$ cat src/rtl/fetch_sequencer.sv
// Multi-cycle control sequencer for the 16-bit CPU: owns PC and IR, runs the
// FETCH/DECODE/EXEC/MEM/WB walk and drives the memory handshake and write enables.
module fetch_sequencer #(
  parameter logic [15:0] RESET_PC = 16'h0000
) (
  input  logic        i_clk,
  input  logic        i_reset,
  input  logic        i_stall,
  input  logic [15:0] i_mem_rdata,
  input  logic        i_mem_ready,
  input  logic [15:0] i_data_addr,
  input  logic [15:0] i_jump_target,
  input  logic        i_cond_true,
  output logic [15:0] o_mem_addr,
  output logic        o_mem_rd,
  output logic        o_mem_wr,
  output logic [15:0] o_instruction,
  output logic [15:0] o_pc,
  output logic        o_reg_we,
  output logic [1:0]  o_wb_sel,
  output logic        o_psr_we,
  output logic [15:0] o_load_data
);

  typedef enum logic [2:0] {
    S_RST    = 3'd0,
    S_FETCH  = 3'd1,
    S_DECODE = 3'd2,
    S_EXEC   = 3'd3,
    S_MEM    = 3'd4,
    S_WB     = 3'd5
  } state_t;

  typedef enum logic [2:0] {
    C_ALU   = 3'd0,
    C_CMP   = 3'd1,
    C_LOAD  = 3'd2,
    C_STORE = 3'd3,
    C_BCOND = 3'd4,
    C_JCOND = 3'd5,
    C_JAL   = 3'd6
  } cls_t;

  // Undefined encodings fall through to ALU so every IR value has a defined walk.
  function automatic cls_t decode_class(input logic [15:0] ir);
    cls_t c;
    c = C_ALU;
    case (ir[15:12])
      4'b0100: begin
        case (ir[7:4])
          4'b0000: c = C_LOAD;
          4'b0100: c = C_STORE;
          4'b1100: c = C_JCOND;
          4'b1000: c = C_JAL;
          default: c = C_ALU;
        endcase
      end
      4'b1100: c = C_BCOND;
      4'b1011: c = C_CMP;
      4'b0000: begin
        if (ir[7:4] == 4'b1011) begin
          c = C_CMP;
        end else begin
          c = C_ALU;
        end
      end
      default: c = C_ALU;
    endcase
    return c;
  endfunction

  state_t      r_state;
  state_t      w_state_next;
  logic [15:0] r_pc;
  logic [15:0] w_pc_next;
  logic [15:0] r_ir;
  logic [15:0] w_ir_next;
  logic [15:0] r_ir_pc;
  logic [15:0] w_ir_pc_next;
  logic [15:0] r_load_data;
  logic [15:0] w_load_data_next;
  logic        r_req;
  logic        w_req_next;
  cls_t        w_cls;
  logic [15:0] w_branch_off;

  assign w_cls         = decode_class(r_ir);
  assign w_branch_off  = {{8{r_ir[7]}}, r_ir[7:0]};
  assign o_pc          = r_pc;
  assign o_instruction = r_ir;
  assign o_load_data   = r_load_data;

  // State and datapath-control registers; reset drops every request at once.
  always_ff @(posedge i_clk or posedge i_reset) begin
    if (i_reset) begin
      r_state     <= S_RST;
      r_pc        <= RESET_PC;
      r_ir        <= 16'h0000;
      r_ir_pc     <= 16'h0000;
      r_load_data <= 16'h0000;
      r_req       <= 1'b0;
    end else begin
      r_state     <= w_state_next;
      r_pc        <= w_pc_next;
      r_ir        <= w_ir_next;
      r_ir_pc     <= w_ir_pc_next;
      r_load_data <= w_load_data_next;
      r_req       <= w_req_next;
    end
  end

  // Next-state, register updates and handshake/enable outputs.
  always_comb begin
    w_state_next     = r_state;
    w_pc_next        = r_pc;
    w_ir_next        = r_ir;
    w_ir_pc_next     = r_ir_pc;
    w_load_data_next = r_load_data;
    w_req_next       = r_req;
    o_mem_addr       = 16'h0000;
    o_mem_rd         = 1'b0;
    o_mem_wr         = 1'b0;
    o_reg_we         = 1'b0;
    o_wb_sel         = 2'd0;
    o_psr_we         = 1'b0;

    case (r_state)
      S_RST: begin
        w_state_next = S_FETCH;
      end

      S_FETCH: begin
        o_mem_addr = r_pc;
        // stall only gates a request that has not been issued yet
        if (i_stall && !r_req) begin
          o_mem_rd = 1'b0;
        end else begin
          o_mem_rd = 1'b1;
          if (i_mem_ready) begin
            w_ir_next    = i_mem_rdata;
            w_ir_pc_next = r_pc;
            w_pc_next    = r_pc + 16'd1;
            w_req_next   = 1'b0;
            w_state_next = S_DECODE;
          end else begin
            w_req_next = 1'b1;
          end
        end
      end

      S_DECODE: begin
        w_state_next = S_EXEC;
      end

      S_EXEC: begin
        w_state_next = S_FETCH;
        case (w_cls)
          C_ALU: begin
            o_reg_we = 1'b1;
            o_psr_we = 1'b1;
          end
          C_CMP: begin
            o_psr_we = 1'b1;
          end
          C_LOAD, C_STORE: begin
            w_state_next = S_MEM;
          end
          C_BCOND: begin
            if (i_cond_true) begin
              w_pc_next = r_ir_pc + w_branch_off;
            end else begin
              w_pc_next = r_pc;
            end
          end
          C_JCOND: begin
            if (i_cond_true) begin
              w_pc_next = i_jump_target;
            end else begin
              w_pc_next = r_pc;
            end
          end
          C_JAL: begin
            o_reg_we  = 1'b1;
            o_wb_sel  = 2'd2;
            w_pc_next = i_jump_target;
          end
          default: begin
            w_state_next = S_FETCH;
          end
        endcase
      end

      S_MEM: begin
        o_mem_addr = i_data_addr;
        if (w_cls == C_LOAD) begin
          o_mem_rd = 1'b1;
        end else begin
          o_mem_wr = 1'b1;
        end
        if (i_mem_ready) begin
          if (w_cls == C_LOAD) begin
            w_load_data_next = i_mem_rdata;
            w_state_next     = S_WB;
          end else begin
            w_state_next = S_FETCH;
          end
        end else begin
          w_state_next = S_MEM;
        end
      end

      S_WB: begin
        o_reg_we     = 1'b1;
        o_wb_sel     = 2'd1;
        w_state_next = S_FETCH;
      end

      default: begin
        w_state_next = S_RST;
      end
    endcase
  end

endmodule

$ cat config.mk
export PLATFORM = sky130hd
export DESIGN_NAME = fetch_sequencer
export DESIGN_NICKNAME = d
export VERILOG_FILES = /design/src/rtl/fetch_sequencer.sv
export SDC_FILE = /design/constraint.sdc
export NUM_CORES = 1
export LEC_CHECK = 0
export CORE_ASPECT_RATIO = 0.8
export CORE_MARGIN = 8
export CORE_UTILIZATION = 44
export DETAILED_ROUTE_END_ITERATION = 7
export PLACE_DENSITY_LB_ADDON = 0.2
export SYNTH_ARGS = -nofsm -noshare
export SYNTH_HDL_FRONTEND = slang
export SYNTH_SLANG_ARGS = --single-unit
$ cat constraint.sdc
create_clock -name i_clk -period 2.4 [get_ports i_clk]
set_clock_uncertainty 0.05 [all_clocks]
set_input_delay 0.48 -clock i_clk [delete_from_list [all_inputs] [get_ports i_clk]]
set_output_delay 0.48 -clock i_clk [all_outputs]
set_load 0.03 [all_outputs]
Word-level counts from Yosys, hierarchy flattened
Cells that the tools add are included.
{"block": "totals", "ff_bits": 68, "inputBits": 53}
{"block": "classes", "add_sub_neg": 2, "n_eq_ne": 23, "muxes": 28, "bitwise_logic": 1, "reduce_logical": 16}
{"cell": "$mux W16", "count": 4}
{"cell": "$pmux W16 S2", "count": 2}
{"cell": "$pmux W16 S3", "count": 1}
{"cell": "$pmux W3 S4", "count": 2}
{"cell": "$eq A4 B4 Y1 const B", "count": 5}
{"cell": "$add A16 B1 Y16 const B", "count": 1}
{"cell": "$add A16 B16 Y16", "count": 1}
{"cell": "$eq A3 B3 Y1 const B", "count": 5}
{"cell": "$mux W3", "count": 5}
{"cell": "$pmux W3 S5", "count": 1}
{"cell": "$eq A3 B2 Y1 const B", "count": 4}
{"cell": "$mux W1", "count": 9}
{"cell": "$eq A4 B3 Y1 const B", "count": 2}
{"cell": "$logic_not A4 Y1", "count": 2}
{"cell": "$reduce_or A2 Y1", "count": 4}
{"cell": "$eq A3 B1 Y1 const B", "count": 2}
{"cell": "$logic_not A3 Y1", "count": 2}
{"cell": "$ne A3 B3 Y1 const B", "count": 2}
{"cell": "$reduce_and A3 Y1", "count": 2}
{"cell": "$reduce_and A6 Y1", "count": 1}
{"cell": "$ne A2 B2 Y1 const B", "count": 2}
{"cell": "$ne A4 B2 Y1 const B", "count": 1}
{"cell": "$pmux W1 S2", "count": 2}
{"cell": "$pmux W2 S2", "count": 1}
{"cell": "6 further kinds", "count": 7}

Logic depth before layout (Yosys ltp)
{"block": "logic_depth", "depth_word": 7, "mapped_depth": 9}

Least setup slack after synthesis
OpenSTA, ideal clock, no wires.
{"block": "synth_timing", "kind": "flip-flop to output port", "startpoint": "reg r_ir[4] (netlist: o_instruction[4])", "endpoint": "out o_reg_we", "arrival_ns": 2.189, "t_required_ns": 1.870, "setup_slack_ns": -0.319, "stages_incl_launch_ff": 6, "cell_sequence": "dfrtp_1 -> nor2_1 -> or2_2 -> a31oi_1 -> nor2_1 -> o21bai_1"}
{"block": "synth_via", "elab_chain_cells": 7, "elab_cells_between_ends": 13, "cone_classes": "5 x eq/ne; 5 x mux; 3 x reduce/logical"}
{"element": "from (decl)", "line_no": "76", "source": "logic [15:0] r_ir;"}
{"element": "from (signal assigned)", "line_no": "105", "source": "r_ir <= w_ir_next;"}
{"element": "$eq A4 B4 Y1, or another cell as far along", "line_no": "50", "source": "case (ir[7:4])"}
{"element": "$pmux W3 S4 / $mux W1 (equally long branches)", "line_no": "50, 61"}
{"element": "$pmux W3 S4 (*)", "line_no": "48", "source": "case (ir[15:12])"}
{"element": "$eq A3 B3 Y1 / $logic_not A3 Y1 (equally long branches)", "line_no": "157", "source": "case (w_cls)"}
{"element": "$reduce_or A2 Y1 (no line) (*)"}
{"element": "$mux W1 (*)", "line_no": "157"}
{"element": "$pmux W1 S2 (*)", "line_no": "127", "source": "case (r_state)"}
{"element": "to (decl)", "line_no": "19", "source": "output logic o_reg_we,"}
Every way passes the cells marked *; elsewhere a longest branch is shown, timed or not.

Worst setup path after layout
{"block": "layout_timing", "startpoint": "reg r_state[1]", "endpoint": "out o_wb_sel[0]"}
{"block": "layout_via", "elab_chain_cells": 2, "elab_cells_between_ends": 3, "cone_classes": "2 x eq/ne; 1 x mux"}
{"element": "from (decl)", "line_no": "72", "source": "state_t r_state;"}
{"element": "from (signal assigned)", "line_no": "103", "source": "r_state <= w_state_next;"}
{"element": "$eq A3 B3 Y1 / $eq A3 B2 Y1 (equally long branches)", "line_no": "127"}
{"element": "$pmux W2 S2 (*)", "line_no": "127"}
{"element": "to (decl)", "line_no": "20", "source": "output logic [1:0] o_wb_sel,"}
Marked as above.

==> qor.txt <==
global-route wire length before repair: 25500 um
Netlist cell types: 70
Hold Path Sink: o_instruction[9]
core area: 9650 sq um
Slew @ Worst Pin: 0.538 ns
total clock sinks: 68
Worst-path clk slew: 0.06 ns
layout cells sized above 1: 22.5%
xor/xnor cell area share of the yosys netlist: 1.00%
fill count: 751
Max Slew Vio Count: 0
CP max stage delay: 0.69 ns
mux cell area share after synthesis: 6.14%
max-cap violations: 0
worst setup path class: register to primary output
FF-to-FF path depth: 8
initial antenna violation count: 0
slowest CP cell: clkdlybuf4s50_1
Final setup viols: 0
I/O pin count: 123
power density over cell area: 1470 nW/um^2
critical path endpoint category: primary output
drt pass-1 iters: 5
via/cell ratio: 5.78
Post-Syn Instances: 506
post-synth top area share: 38.9%
Syn. warnings: 0
Hold Buf Count CTS: 0
Core Util, Final: 68.5%
largest family of logic cells by synthesized area: compound AO/OA/AOI/OAI gates
GP Congestion: 0.947
RSZ-0062 raised after global routing: true
synthesized cell area: 4380 sq um
post-synthesis area per instance: 8.65 sq um
worst hold start: o_instruction[9]
final WL: 16100 um
top cells by area, synth: dfrtp_1 39%, nand2_1 9.7%, ha_1 4.6%, mux2_4 3.4%, a22o_1 2.8%
Worst R2R Start: o_instruction[7]
commonest non-fill, non-tap cell in the layout: nand2_1
Hold Crit Class: register to register
crit path time final: 2.38 ns
Synth Area in Compound Gates: 22.3%
largest net degree at the start of global routing: 69
Die Area: 13400 sq um
Die H: 105 um
Initial Util: 45.4%
DRC viols: 0
Reg-to-Reg End: o_pc[15]
Syn Nets: 576
simple-gate area share of the yosys netlist: 22.2%
Peak VDD IR: 0.826 mV
detailed placement HPWL: 12000 um
CTS Root Cell: clkbuf_16
crit path max fanout: 11
cell taking the most area after synthesis: dfrtp_1
post-detailed-route count of antenna-violating nets: 0
Post-synth EDFFs: 0
input/output buffers: 122
worst reg2reg setup slack: 0.08 ns
CP required: 1.87 ns
fraction of registers with async set or reset after synthesis: 100%
Adder-Cell Fraction of Synth Area: 5.03%
CTS max path bufs: 2
Max Fclk: 420 MHz
vias: 4786
grt ovf: 0
PnR worst setup slack: 0.0166 ns
layout overhead on the synthesized area: 51.0%
CTS Buf Count: 9
most frequent cells in the layout: 112 x nand2_1, 101 x clkdlybuf4s50_1, 92 x buf_4
setup TNS: 0 ns
row cnt: 32
NumNets Final: 757
Final Hold Viols: 0
gr usage total: 23.5%
status: complete, no violations
number of global-route vias before repair: 4831
worst skew pair latency: 0.33 ns
DR iter-0 viols: 576
die width: 128 um
ys flop type: dfrtp_1
Leak: 3.07 nW
#FFs+latches synth: 68
hold_ws: 0.430 ns
post-place setup slack: -0.116 ns
Cells on Worst Hold Path: 2
register area share after synthesis: 38.9%
crit path cell chain: buf_4 -> and3b_1 -> clkdlybuf4s50_1
CP Data Arrival Time: 1.85 ns
diodes inserted: 0
fin crit share: 99.3%
H-Tree Level Count: 3
Worst slew margin: 64.2%
Startpoint Class: register
CTS tree: built
DR WL/cell: 19.5 um
Yosys cell counts (8+ instances only):
cell and count:
a22o_1 14, nand2_1 113, nor3_1 10, dfrtp_1 68, o21ai_0 18, mux2_4 10
a31oi_1 8, nor2_1 25, a21oi_1 24, inv_1 15, nand3_1 9, ha_1 16
clkbuf_1 16, o21ai_1 12
layout make-up:
type                       instances  area (sq um)  share of cell area (%)
multi-input combinational        393          2600                    39.4
clock buffer                      10           239                    3.61
tap                              136           170                    2.57
inverter                          16          60.1                   0.908
timing repair buffer             199          1790                    27.1
sequential                        68          1710                    25.8
clock inverter                     6          40.0                   0.606
per-stage QoR:
stage | std cells | cell area (sq um) | power (mW)
5_1_grt | 828 | 6610 | 10.3
4_1_cts | 826 | 6530 | 9.51
6_report | 828 | 6610 | 9.74
3_5_place_dp | 811 | 6220 | 8.18
2_1_floorplan | 506 | 4400 | 5.57
3_3_place_gp | 811 | 6220 | 8.09
critical path: cells and delay by family, from the launching register on:
| kind | cells | cell delay [ns] |
|---|---|---|
| buffers and inverters | 2 | 0.87 |
| flip-flops | 1 | 0.40 |
| AND/OR/NAND/NOR | 1 | 0.25 |
registers in the layout, indices dropped and copies added, names as in the netlist:
| register | cells |
|---|---|
| r_state | 3 |
| o_instruction | 16 |
| o_pc | 16 |
| o_load_data | 16 |
| r_req | 1 |
| r_ir_pc | 16 |
layer usage:
| metal | up-vias | track usage, % | routed length (um) |
|---|---|---|---|
| met5 | - | 0 | 0 |
| met4 | 0 | 6.44 | 251 |
| met3 | 26 | 6.85 | 1570 |
| met2 | 249 | 37.1 | 7250 |
| met1 | 2315 | 30.8 | 7050 |
| li1 | 2196 | - | - |
power breakdown:
group	switching, mW	internal (mW)
Combinational	3.71	2.78
Clock	0.522	0.725
Sequential	0.436	1.57
Total	4.67	5.08
cells by family (layout without fill, tap and decap cells):
logic type / Yosys count / in the layout
AOI/OAI and AO/OA: 142 / 142
xor gates and xnor gates: 5 / 5
adders and majority gates: 17 / 17
buffers and inverters: 45 / 231
DFF: 68 / 68
muxes: 21 / 21
and+or+nand+nor: 208 / 208
what timing repair did:
item,in CTS,in global routing
gates resized for setup,9,19
pin swaps,1,3
buffers inserted,0,2
endpoints found under the hold margin,0,0
setup endpoints to repair,5,10
worst max-delay path by stage:
stage	from	endpoint	slack, ns	cells past startpoint
after detailed placement	i_mem_ready	o_pc[15]	-0.12	8
final	r_state[1]	o_wb_sel[0]	0.02	3
after global placement	i_stall	o_pc[15]	-0.05	8
after CTS	o_instruction[5]	o_reg_we	0.008	7
after floorplan	o_instruction[4]	o_reg_we	0.01	5
after global routing	o_instruction[15]	o_reg_we	-0.04	7
Power figures use the tool's default switching activity.
